### src/rtl/featuremap_stream_ctrl.sv
// Frame sequencer for an NUM_CH-channel conv2D/add_bias featuremap filter: gates the shared FIFO read,
// walks the padded raster, counts WIDTH*WIDTH results and reports done / sticky error (overflow, drain timeout).
module featuremap_stream_ctrl #(
    parameter int WIDTH   = 112,
    parameter int NUM_CH  = 8,
    parameter int TIMEOUT = 1024,
    parameter int CW      = $clog2(WIDTH + 2),
    parameter int OW      = $clog2(WIDTH * WIDTH + 1)
) (
    input  logic              clk,
    input  logic              rst,
    input  logic              start,
    input  logic [NUM_CH-1:0] fifo_empty,
    input  logic              out_afull,
    input  logic              valid_in,
    output logic              rdreq,
    output logic [CW-1:0]     col,
    output logic [CW-1:0]     row,
    output logic [OW-1:0]     out_count,
    output logic              busy,
    output logic              done,
    output logic              err
);

    localparam int TW = $clog2(TIMEOUT + 1);
    localparam logic [CW-1:0] LAST_POS    = CW'(WIDTH + 1);
    localparam logic [OW-1:0] FULL_CNT    = OW'(WIDTH * WIDTH);
    localparam logic [TW-1:0] TIMEOUT_CNT = TW'(TIMEOUT);

    typedef enum logic [1:0] {S_IDLE, S_FILL, S_DRAIN, S_DONE} state_t;

    state_t         state_q, state_d;
    logic [CW-1:0]  col_q, col_d;
    logic [CW-1:0]  row_q, row_d;
    logic [OW-1:0]  cnt_q, cnt_d;
    logic [TW-1:0]  idle_q, idle_d;
    logic           err_q, err_d;
    logic           last_read;
    logic           count_full;
    logic           timeout_hit;

    always_ff @(posedge clk) begin
        if (rst) begin
            state_q <= S_IDLE;
            col_q   <= '0;
            row_q   <= '0;
            cnt_q   <= '0;
            idle_q  <= '0;
            err_q   <= 1'b0;
        end else begin
            state_q <= state_d;
            col_q   <= col_d;
            row_q   <= row_d;
            cnt_q   <= cnt_d;
            idle_q  <= idle_d;
            err_q   <= err_d;
        end
    end

    // Raster position, result count, drain idle counter and sticky error.
    always_comb begin
        col_d     = col_q;
        row_d     = row_q;
        cnt_d     = cnt_q;
        idle_d    = idle_q;
        err_d     = err_q;
        last_read = rdreq && (col_q == LAST_POS) && (row_q == LAST_POS);

        case (state_q)
            S_IDLE: begin
                if (start) begin
                    col_d  = '0;
                    row_d  = '0;
                    cnt_d  = '0;
                    idle_d = '0;
                    err_d  = 1'b0;
                end
            end
            S_FILL: begin
                idle_d = '0;
                if (rdreq) begin
                    if (col_q == LAST_POS) begin
                        col_d = '0;
                        row_d = (row_q == LAST_POS) ? '0 : row_q + 1'b1;
                    end else begin
                        col_d = col_q + 1'b1;
                    end
                end
            end
            S_DRAIN: begin
                idle_d = valid_in ? '0 : idle_q + 1'b1;
            end
            default: ;
        endcase

        // A result outside an active frame, or beyond the expected total, is an error and not counted.
        if (valid_in) begin
            if ((state_q == S_FILL || state_q == S_DRAIN) && (cnt_q != FULL_CNT)) begin
                cnt_d = cnt_q + 1'b1;
            end else begin
                err_d = 1'b1;
            end
        end

        count_full  = (cnt_d == FULL_CNT);
        timeout_hit = (state_q == S_DRAIN) && (idle_d == TIMEOUT_CNT) && !count_full;
        if (timeout_hit) begin
            err_d = 1'b1;
        end
    end

    always_comb begin
        state_d = state_q;
        case (state_q)
            S_IDLE:  if (start) state_d = S_FILL;
            S_FILL:  if (last_read) state_d = count_full ? S_DONE : S_DRAIN;
            S_DRAIN: if (count_full || timeout_hit) state_d = S_DONE;
            S_DONE:  state_d = S_IDLE;
            default: state_d = S_IDLE;
        endcase
    end

    always_comb begin
        rdreq     = (state_q == S_FILL) && ~|fifo_empty && ~out_afull;
        busy      = (state_q == S_FILL) || (state_q == S_DRAIN);
        done      = (state_q == S_DONE);
        col       = col_q;
        row       = row_q;
        out_count = cnt_q;
        err       = err_q;
    end

endmodule

### config.mk
export PLATFORM = sky130hd
export DESIGN_NAME = featuremap_stream_ctrl
export DESIGN_NICKNAME = d
export VERILOG_FILES = /design/src/rtl/featuremap_stream_ctrl.sv
export SDC_FILE = /design/constraint.sdc
export NUM_CORES = 1
export LEC_CHECK = 0
export ABC_AREA = 0
export BUFFER_PORTS_ARGS = -buffer_cell sky130_fd_sc_hd__buf_2
export CORE_UTILIZATION = 60
export DETAILED_ROUTE_END_ITERATION = 12
export PLACE_DENSITY = 0.87
export SLEW_MARGIN = 0
export SYNTH_ARGS = -nofsm -noshare
export SYNTH_HDL_FRONTEND = slang
export SYNTH_SLANG_ARGS = --single-unit
### constraint.sdc
create_clock -name clk -period 8.24 [get_ports clk]
set_clock_uncertainty 0.05 [all_clocks]
set_input_delay 0.824 -clock clk [delete_from_list [all_inputs] [get_ports clk]]
set_output_delay 0.824 -clock clk [all_outputs]
set_load 0.02 [all_outputs]
==> results of run 1 <==
placed cells by master, fill, tap and decap left out, types with 2 or more instances in the layout:
cell,instances
sky130_fd_sc_hd__a311oi_1,3
sky130_fd_sc_hd__a211oi_2,2
sky130_fd_sc_hd__o41ai_1,2
sky130_fd_sc_hd__xnor2_1,5
sky130_fd_sc_hd__ha_1,11
sky130_fd_sc_hd__nand2_1,30
sky130_fd_sc_hd__and3_1,2
sky130_fd_sc_hd__a211oi_1,5
sky130_fd_sc_hd__nor4_1,3
sky130_fd_sc_hd__mux2_2,3
sky130_fd_sc_hd__inv_1,14
sky130_fd_sc_hd__a21oi_1,25
sky130_fd_sc_hd__dfxtp_1,42
sky130_fd_sc_hd__nor2_1,44
sky130_fd_sc_hd__o21ai_0,21
sky130_fd_sc_hd__o31ai_1,3
sky130_fd_sc_hd__buf_2,44
sky130_fd_sc_hd__a31oi_1,5
sky130_fd_sc_hd__clkbuf_8,6
sky130_fd_sc_hd__and2_1,2
sky130_fd_sc_hd__nand4_1,10
sky130_fd_sc_hd__or3_1,5
sky130_fd_sc_hd__o21a_1,2
sky130_fd_sc_hd__xor2_1,6
sky130_fd_sc_hd__mux2i_1,3
sky130_fd_sc_hd__and4_1,6
sky130_fd_sc_hd__nor3_1,11
sky130_fd_sc_hd__a21o_1,2
sky130_fd_sc_hd__nor2b_1,6
sky130_fd_sc_hd__a211o_2,2
sky130_fd_sc_hd__nand3_1,17
sky130_fd_sc_hd__or2_2,2
worst max-delay path: stages, from the launching register on:
cell                       delay (ps)
sky130_fd_sc_hd__dfxtp_1          550
sky130_fd_sc_hd__ha_1             380
sky130_fd_sc_hd__nand2_1          110
sky130_fd_sc_hd__nor4_1           450
sky130_fd_sc_hd__mux2_2           410
sky130_fd_sc_hd__a32o_1           260
sky130_fd_sc_hd__and4b_4          210
sky130_fd_sc_hd__a211o_2          320
sky130_fd_sc_hd__nor3_1           190
sky130_fd_sc_hd__a211oi_2          70
layout make-up:
cell class	instances	area, sq um	area share, %
Multi-Input combinational cell	270	1710	57.4
Clock buffer	7	86.3	2.90
Timing Repair Buffer	44	220	7.40
Tap cell	50	62.6	2.10
Sequential cell	42	841	28.3
Clock inverter	1	5.00	0.168
Inverter	14	52.6	1.77
stage by stage:
step | hold slack, ps | total power (uW) | utilization, % | instances | worst slack (ps)
CTS | 454 | 625 | 71.8 | 428 | 5140
finish | 455 | 629 | 71.8 | 428 | 5100
floorplan | 460 | 431 | - | 344 | 5400
detailed placement | 444 | 489 | 69.6 | 420 | 5100
global placement | 434 | 483 | 69.6 | 420 | 5170
global route | 486 | 668 | 71.8 | 428 | 4930
layer usage:
layer	GRT usage (%)	share of wire (%)
met1	39.7	46
met2	44.4	45
met3	4.44	7.6
met4	9.44	1.5
met5	0	0
cell families after synthesis:
logic type / count (synthesis) / synth area share [%]
and+or+nand+nor: 156 / 31.2
AOI/OAI and AO/OA: 86 / 21.4
DFF: 42 / 31.4
buffers and inverters: 32 / 4.86
xor gates and xnor gates: 11 / 3.60
adders and majority gates: 11 / 5.14
muxes: 6 / 2.38
worst paths after layout:
path | startpoint | cells past startpoint | to | slack [ps]
max | out_count[1]$_SDFF_PP0_ | 9 | state_q[0]$_SDFFE_PP0P_ | 5100
min | row[5]$_SDFFE_PP0P_ | 2 | row[5]$_SDFFE_PP0P_ | 450
max reg2reg | out_count[1]$_SDFF_PP0_ | 9 | state_q[0]$_SDFFE_PP0P_ | 5100
min reg2reg | row[5]$_SDFFE_PP0P_ | 2 | row[5]$_SDFFE_PP0P_ | 450
state kept, by name (all words and copies together) (netlist names):
register and cells:
col 7, out_count 14, row 7, state_q 2
err 1, idle_q 11
power by group:
group          leakage [uW]  total (uW)  switching [uW]  internal [uW]
Combinational      0.000763         255             171           84.0
Sequential         0.000339         235            19.2            216
Clock             0.0000482         139            71.7           67.7
==> Flow_metrics.wiki, run 1 <==
{| class="wikitable"
! Metric !! Value
|-
| Share of flip-flops with an asynchronous set or reset after synthesis || 0%
|-
| Count of endpoints failing setup in the final report || 0
|-
| Remaining antenna violation count || 0
|-
| Maximum vdd ir drop || 0.115 mV
|-
| Static leakage power || 0.00115 uW
|-
| Maximum clock rate || 318 MHz
|-
| Routed WL per cell || 14.9 um
|-
| Critical path arrival || 3250 ps
|-
| Final Cycle Share || 38.2%
|-
| Aggregate negative setup slack || 0 ps
|-
| Area after detailed placement || 2880 sq um
|-
| CTS HTree Levels || 2
|-
| Clock edge transition at the registers on the reported setup and hold paths || 80 ps
|-
| Fraction of layout cells with a size suffix above 1 || 19.3%
|-
| Clock insertion delay at the later pin of the skew report || 300 ps
|-
| Post-CTS resize count || 0
|-
| Number of max-cap violations || 0
|-
| Port Buffer Count || 44
|-
| Number of sinks on the clock net || 42
|-
| Initial DRT Pass Iterations || 5
|-
| Number of inserted diodes || 0
|-
| Pwr Density || 212 nW/um^2
|-
| Count of nets after finishing || 401
|-
| Most area-consuming cells after synthesis || sky130_fd_sc_hd__dfxtp_1 (31%), sky130_fd_sc_hd__nor2_1 (6.2%), sky130_fd_sc_hd__ha_1 (5.1%)
|-
| Avg Synthesized Cell Area || 7.79 sq um
|-
| Boundary pin count || 45
|-
| Post-synth net total || 368
|-
| Instance count of the mapped netlist || 344
|-
| Total gr overflow || 0
|-
| Relative area change from synthesis to final layout || 11.1%
|-
| Synth top area share || 31.4%
|-
| Synth Warn # || 0
|-
| Share of synthesized area occupied by flip-flops and latches || 31.4%
|-
| Number of buffers inserted during clock tree synthesis || 5
|-
| Clk root buf || sky130_fd_sc_hd__clkbuf_8
|-
| Type of destination of the critical path || flop
|-
| Final-report max-slew violation count || 0
|-
| DR vias/cell || 6.40
|-
| Clock tree from TritonCTS || done
|-
| Bufs on Longest Clock Path || 2
|-
| Slew margin rel. || 39.5%
|-
| Crit Path Category || flop to flop
|-
| Pin count of the biggest net entering global routing || 38
|-
| Total wire length after detailed routing || 6370 um
|-
| Status || finished clean
|-
| Routability congestion estimate || 0.897
|-
| Transition time at the pin with the least slew margin || 906 ps
|-
| Antenna violations before repair || 0
|-
| Critical path required time || 8350 ps
|-
| Netlist cell types || 66
|-
| Most numerous cell types in the synthesized netlist || sky130_fd_sc_hd__nor2_1 (44), sky130_fd_sc_hd__dfxtp_1 (42), sky130_fd_sc_hd__nand2_1 (30)
|-
| Commonest register cell after synthesis || sky130_fd_sc_hd__dfxtp_1
|-
| Number of hold-slack violations in the final timing report || 0
|-
| Global Route Usage Sum || 28.4%
|-
| Startpoint Class || flop
|-
| Total Die Area || 4740 sq um
|-
| Number of inserted filler cells in the final layout || 338
|-
| Vias in the first global route || 2202
|-
| Horiz. Die Dim || 68.8 um
|-
| Number of register bits inferred by synthesis || 42
|-
| Synth area leader || sky130_fd_sc_hd__dfxtp_1
|-
| Setup Buffers After CTS || 0
|-
| Via total after detailed routing || 2739
|-
| Wire length of the first global-routing pass || 10100 um
|-
| Number of enable-type register cells in the synthesized netlist || 0
|-
| Most frequently used cell type in the post-synthesis netlist || sky130_fd_sc_hd__nor2_1
|-
| Final HPWL from detailed placement || 4520 um
|-
| Starting density of the core || 64.6%
|-
| Maximum fanout count along the critical path || 11
|-
| Number of design-rule violations left by the first detailed-router iteration || 260
|-
| Area of the mapped netlist || 2680 sq um
|-
| Number of core rows || 23
|-
| Post-route cell area || 2980 sq um
|-
| Post-route minimum period || 3140 ps
|-
| Setup repair after global routing missed its margin || no
|-
| Hold Buf Count CTS || 0
|-
| Class of the worst hold path || flop to flop
|-
| DR DRC count || 0
|-
| Die boundary height || 68.8 um
|-
| Standard cell core area || 4140 sq um
|}
No activity file was read; power rests on OpenSTA's default activity.
==> run 2, diff against run 1 <==
Settings changed: CORE_UTILIZATION 60 to 56, PLACE_DENSITY 0.87 to 0.82.
Clock period 8.24 ns to 3 ns, I/O delays scaled along.
==> Flow_metrics.wiki, run 2 (synthesis results as in run 1) <==
{| class="wikitable"
! Metric !! Value
|-
| Flip-flop count of the largest register after layout || 14 (unchanged)
|-
| Final HPWL from detailed placement || 4890 um (was 4520 um)
|-
| Worst Setup Slack, final || 235 ps (was 5100 ps)
|-
| Critical path required time || 3130 ps (was 8350 ps)
|-
| Number of max-cap violations || 0 (unchanged)
|-
| Place WS || 188 ps (was 5100 ps)
|-
| Failing checks || design-rule violations
|-
| Static leakage power || 0.00123 uW (was 0.00115 uW)
|-
| Relative area change from synthesis to final layout || 15.5% (was 11.1%)
|-
| Total gr overflow || 0 (unchanged)
|-
| Horiz. Die Dim || 71.2 um (was 68.8 um)
|-
| Fraction of layout cells with a size suffix above 1 || 22.6% (was 19.3%)
|-
| Final-report max-slew violation count || 0 (unchanged)
|-
| Crit Path Category || flop to flop (unchanged)
|-
| Sw frac || 40.7% (was 41.6%)
|-
| Number of inserted diodes || 0 (unchanged)
|-
| Combinational share of power || 44.0% (was 40.5%)
|-
| Commonest non-fill, non-tap cells in the layout || sky130_fd_sc_hd__nor2_1 (44), sky130_fd_sc_hd__buf_2 (44), sky130_fd_sc_hd__dfxtp_1 (42), sky130_fd_sc_hd__nand2_1 (30), sky130_fd_sc_hd__a21oi_1 (25) (unchanged)
|-
| Maximum clock rate || 362 MHz (was 318 MHz)
|-
| Starting density of the core || 59.9% (was 64.6%)
|-
| Critical path arrival || 2890 ps (was 3250 ps)
|-
| Pwr Density || 584 nW/um^2 (was 212 nW/um^2)
|-
| Routed length on met1 || 3110 um (was 2920 um)
|-
| Total length of routed met2 wires || 2970 um (was 2880 um)
|-
| Clock insertion delay at the later pin of the skew report || 300 ps (about the same)
|-
| Transition time at the pin with the least slew margin || 531 ps (was 906 ps)
|-
| Total wire length after detailed routing || 6680 um (was 6370 um)
|-
| Number of hold-slack violations in the final timing report || 0 (unchanged)
|-
| Post-route minimum period || 2760 ps (was 3140 ps)
|-
| DR DRC count || 8 (was 0)
|-
| Vias in the first global route || 2410 (was 2202)
|-
| Standard cell core area || 4470 sq um (was 4140 sq um)
|-
| Clock edge transition at the registers on the reported setup and hold paths || 70 ps (was 80 ps)
|-
| Pin count of the biggest net entering global routing || 21 (was 38)
|-
| Startpoint Class || flop (unchanged)
|-
| Slew margin rel. || 64.6% (was 39.5%)
|-
| Die boundary height || 71.2 um (was 68.8 um)
|-
| Port Buffer Count || 44 (unchanged)
|-
| Number of core rows || 24 (was 23)
|-
| Number of sinks on the clock net || 42 (unchanged)
|-
| Status || complete, but fails checks (was finished clean)
|-
| Via total after detailed routing || 2744 (was 2739)
|-
| Bufs on Longest Clock Path || 2 (unchanged)
|-
| Number of design-rule violations left by the first detailed-router iteration || 227 (was 260)
|-
| Setup repair after global routing missed its margin || no (unchanged)
|-
| Wire length of the first global-routing pass || 11100 um (was 10100 um)
|-
| DR vias/cell || 6.17 (was 6.40)
|-
| Count of nets after finishing || 416 (was 401)
|-
| Maximum fanout count along the critical path || 6 (was 11)
|-
| Class of the worst hold path || input port to flop (was flop to flop)
|-
| CTS HTree Levels || 2 (unchanged)
|-
| Met3 WL || 458 um (was 482 um)
|-
| Number of inserted filler cells in the final layout || 384 (was 338)
|-
| Initial DRT Pass Iterations || 9 (was 5)
|-
| Clock power frac || 20.8% (was 22.1%)
|-
| Final Cycle Share || 92.2% (was 38.2%)
|-
| Global Route Usage Sum || 27.5% (was 28.4%)
|-
| Fraction of the core area covered by cells at the end of the flow || 69.1% (was 71.8%)
|-
| Clock tree from TritonCTS || done (unchanged)
|-
| Total Die Area || 5060 sq um (was 4740 sq um)
|-
| Highest Signal Layer || met4 (unchanged)
|-
| Boundary pin count || 45 (unchanged)
|-
| Remaining antenna violation count || 0 (unchanged)
|-
| Count of endpoints failing setup in the final report || 0 (unchanged)
|-
| Setup Buffers After CTS || 0 (unchanged)
|-
| Int Power || 1070 uW (was 368 uW)
|-
| Routed WL per cell || 15.0 um (was 14.9 um)
|-
| Portion of total power attributed to sequential cells || 35.2% (was 37.4%)
|-
| Routability congestion estimate || 0.951 (was 0.897)
|-
| Number of buffers inserted during clock tree synthesis || 5 (unchanged)
|-
| Type of destination of the critical path || flop (unchanged)
|-
| Net switching power || 735 uW (was 262 uW)
|-
| Clk root buf || sky130_fd_sc_hd__clkbuf_8 (unchanged)
|-
| Aggregate negative setup slack || 0 ps (unchanged)
|-
| Antenna violations before repair || 0 (unchanged)
|-
| Maximum vdd ir drop || 0.312 mV (was 0.115 mV)
|}
[run 2: cell types whose count changed in the layout (fill, tap and decap cells not counted)]
cell,delta
sky130_fd_sc_hd__or2_4,+1
sky130_fd_sc_hd__or2_1,-1
sky130_fd_sc_hd__buf_4,+15
[run 2: routing by layer]
layer | global-route usage [%] | vias up
met3 | 3.70 | 15
met2 | 41.5 | 116
met1 | 39.8 | 1261
met4 | 10.2 | 0
met5 | 0 | -
li1 | - | 1352
[run 2: critical path, stage by stage, from the launching register on]
cell	delay [ps]
sky130_fd_sc_hd__dfxtp_1	420
sky130_fd_sc_hd__inv_1	90
sky130_fd_sc_hd__ha_1	370
sky130_fd_sc_hd__nand4_1	270
sky130_fd_sc_hd__or4_4	600
sky130_fd_sc_hd__a22oi_2	180
sky130_fd_sc_hd__and4b_4	280
sky130_fd_sc_hd__a211oi_1	80
sky130_fd_sc_hd__nor3_1	240
sky130_fd_sc_hd__a211oi_2	70
[run 2: area by class of cell]
class | instances | area [sq um] | area share, %
clock inverters | 1 | 5.00 | 0.162
inverters | 14 | 52.6 | 1.70
multi-input cells | 270 | 1710 | 55.3
clock buffers | 7 | 86.3 | 2.79
flip-flops and latches | 42 | 841 | 27.2
repair buffers | 59 | 333 | 10.8
well taps | 52 | 65.1 | 2.10
[run 2: power groups by stage]
stage               clock network [uW]  logic [uW]  registers (uW)
floorplan                            0         512             673
finish                             376         795             636
CTS                                390         778             635
detailed placement                   0         774             649
global route                       415         863             641
global placement                     0         756             644
[run 2: metrics by stage]
step	cells	instance area [sq um]	hold slack (ps)	power, uW
3_5_place_dp	437	3000	442	1420
5_1_grt	445	3090	374	1920
3_3_place_gp	437	3000	437	1400
2_1_floorplan	344	2680	460	1190
4_1_cts	445	3090	348	1800
6_report	445	3090	351	1810
[run 2: path summary, 6_finish.rpt]
kind                           start                 endpoint  slack [ps]  cells after the start
max          state_q[1]$_SDFFE_PP0P_  state_q[0]$_SDFFE_PP0P_         240                      9
min                              rst     idle_q[0]$_SDFF_PP0_         350                      2
min reg2reg      row[6]$_SDFFE_PP0P_      row[6]$_SDFFE_PP0P_         460                      2
max reg2reg  state_q[1]$_SDFFE_PP0P_  state_q[0]$_SDFFE_PP0P_         240                      9
[run 2: timing repair]
item	4_1_cts	5_1_grt
hold buffers	0	0
gates resized for setup	0	1
setup endpoints to repair	0	2
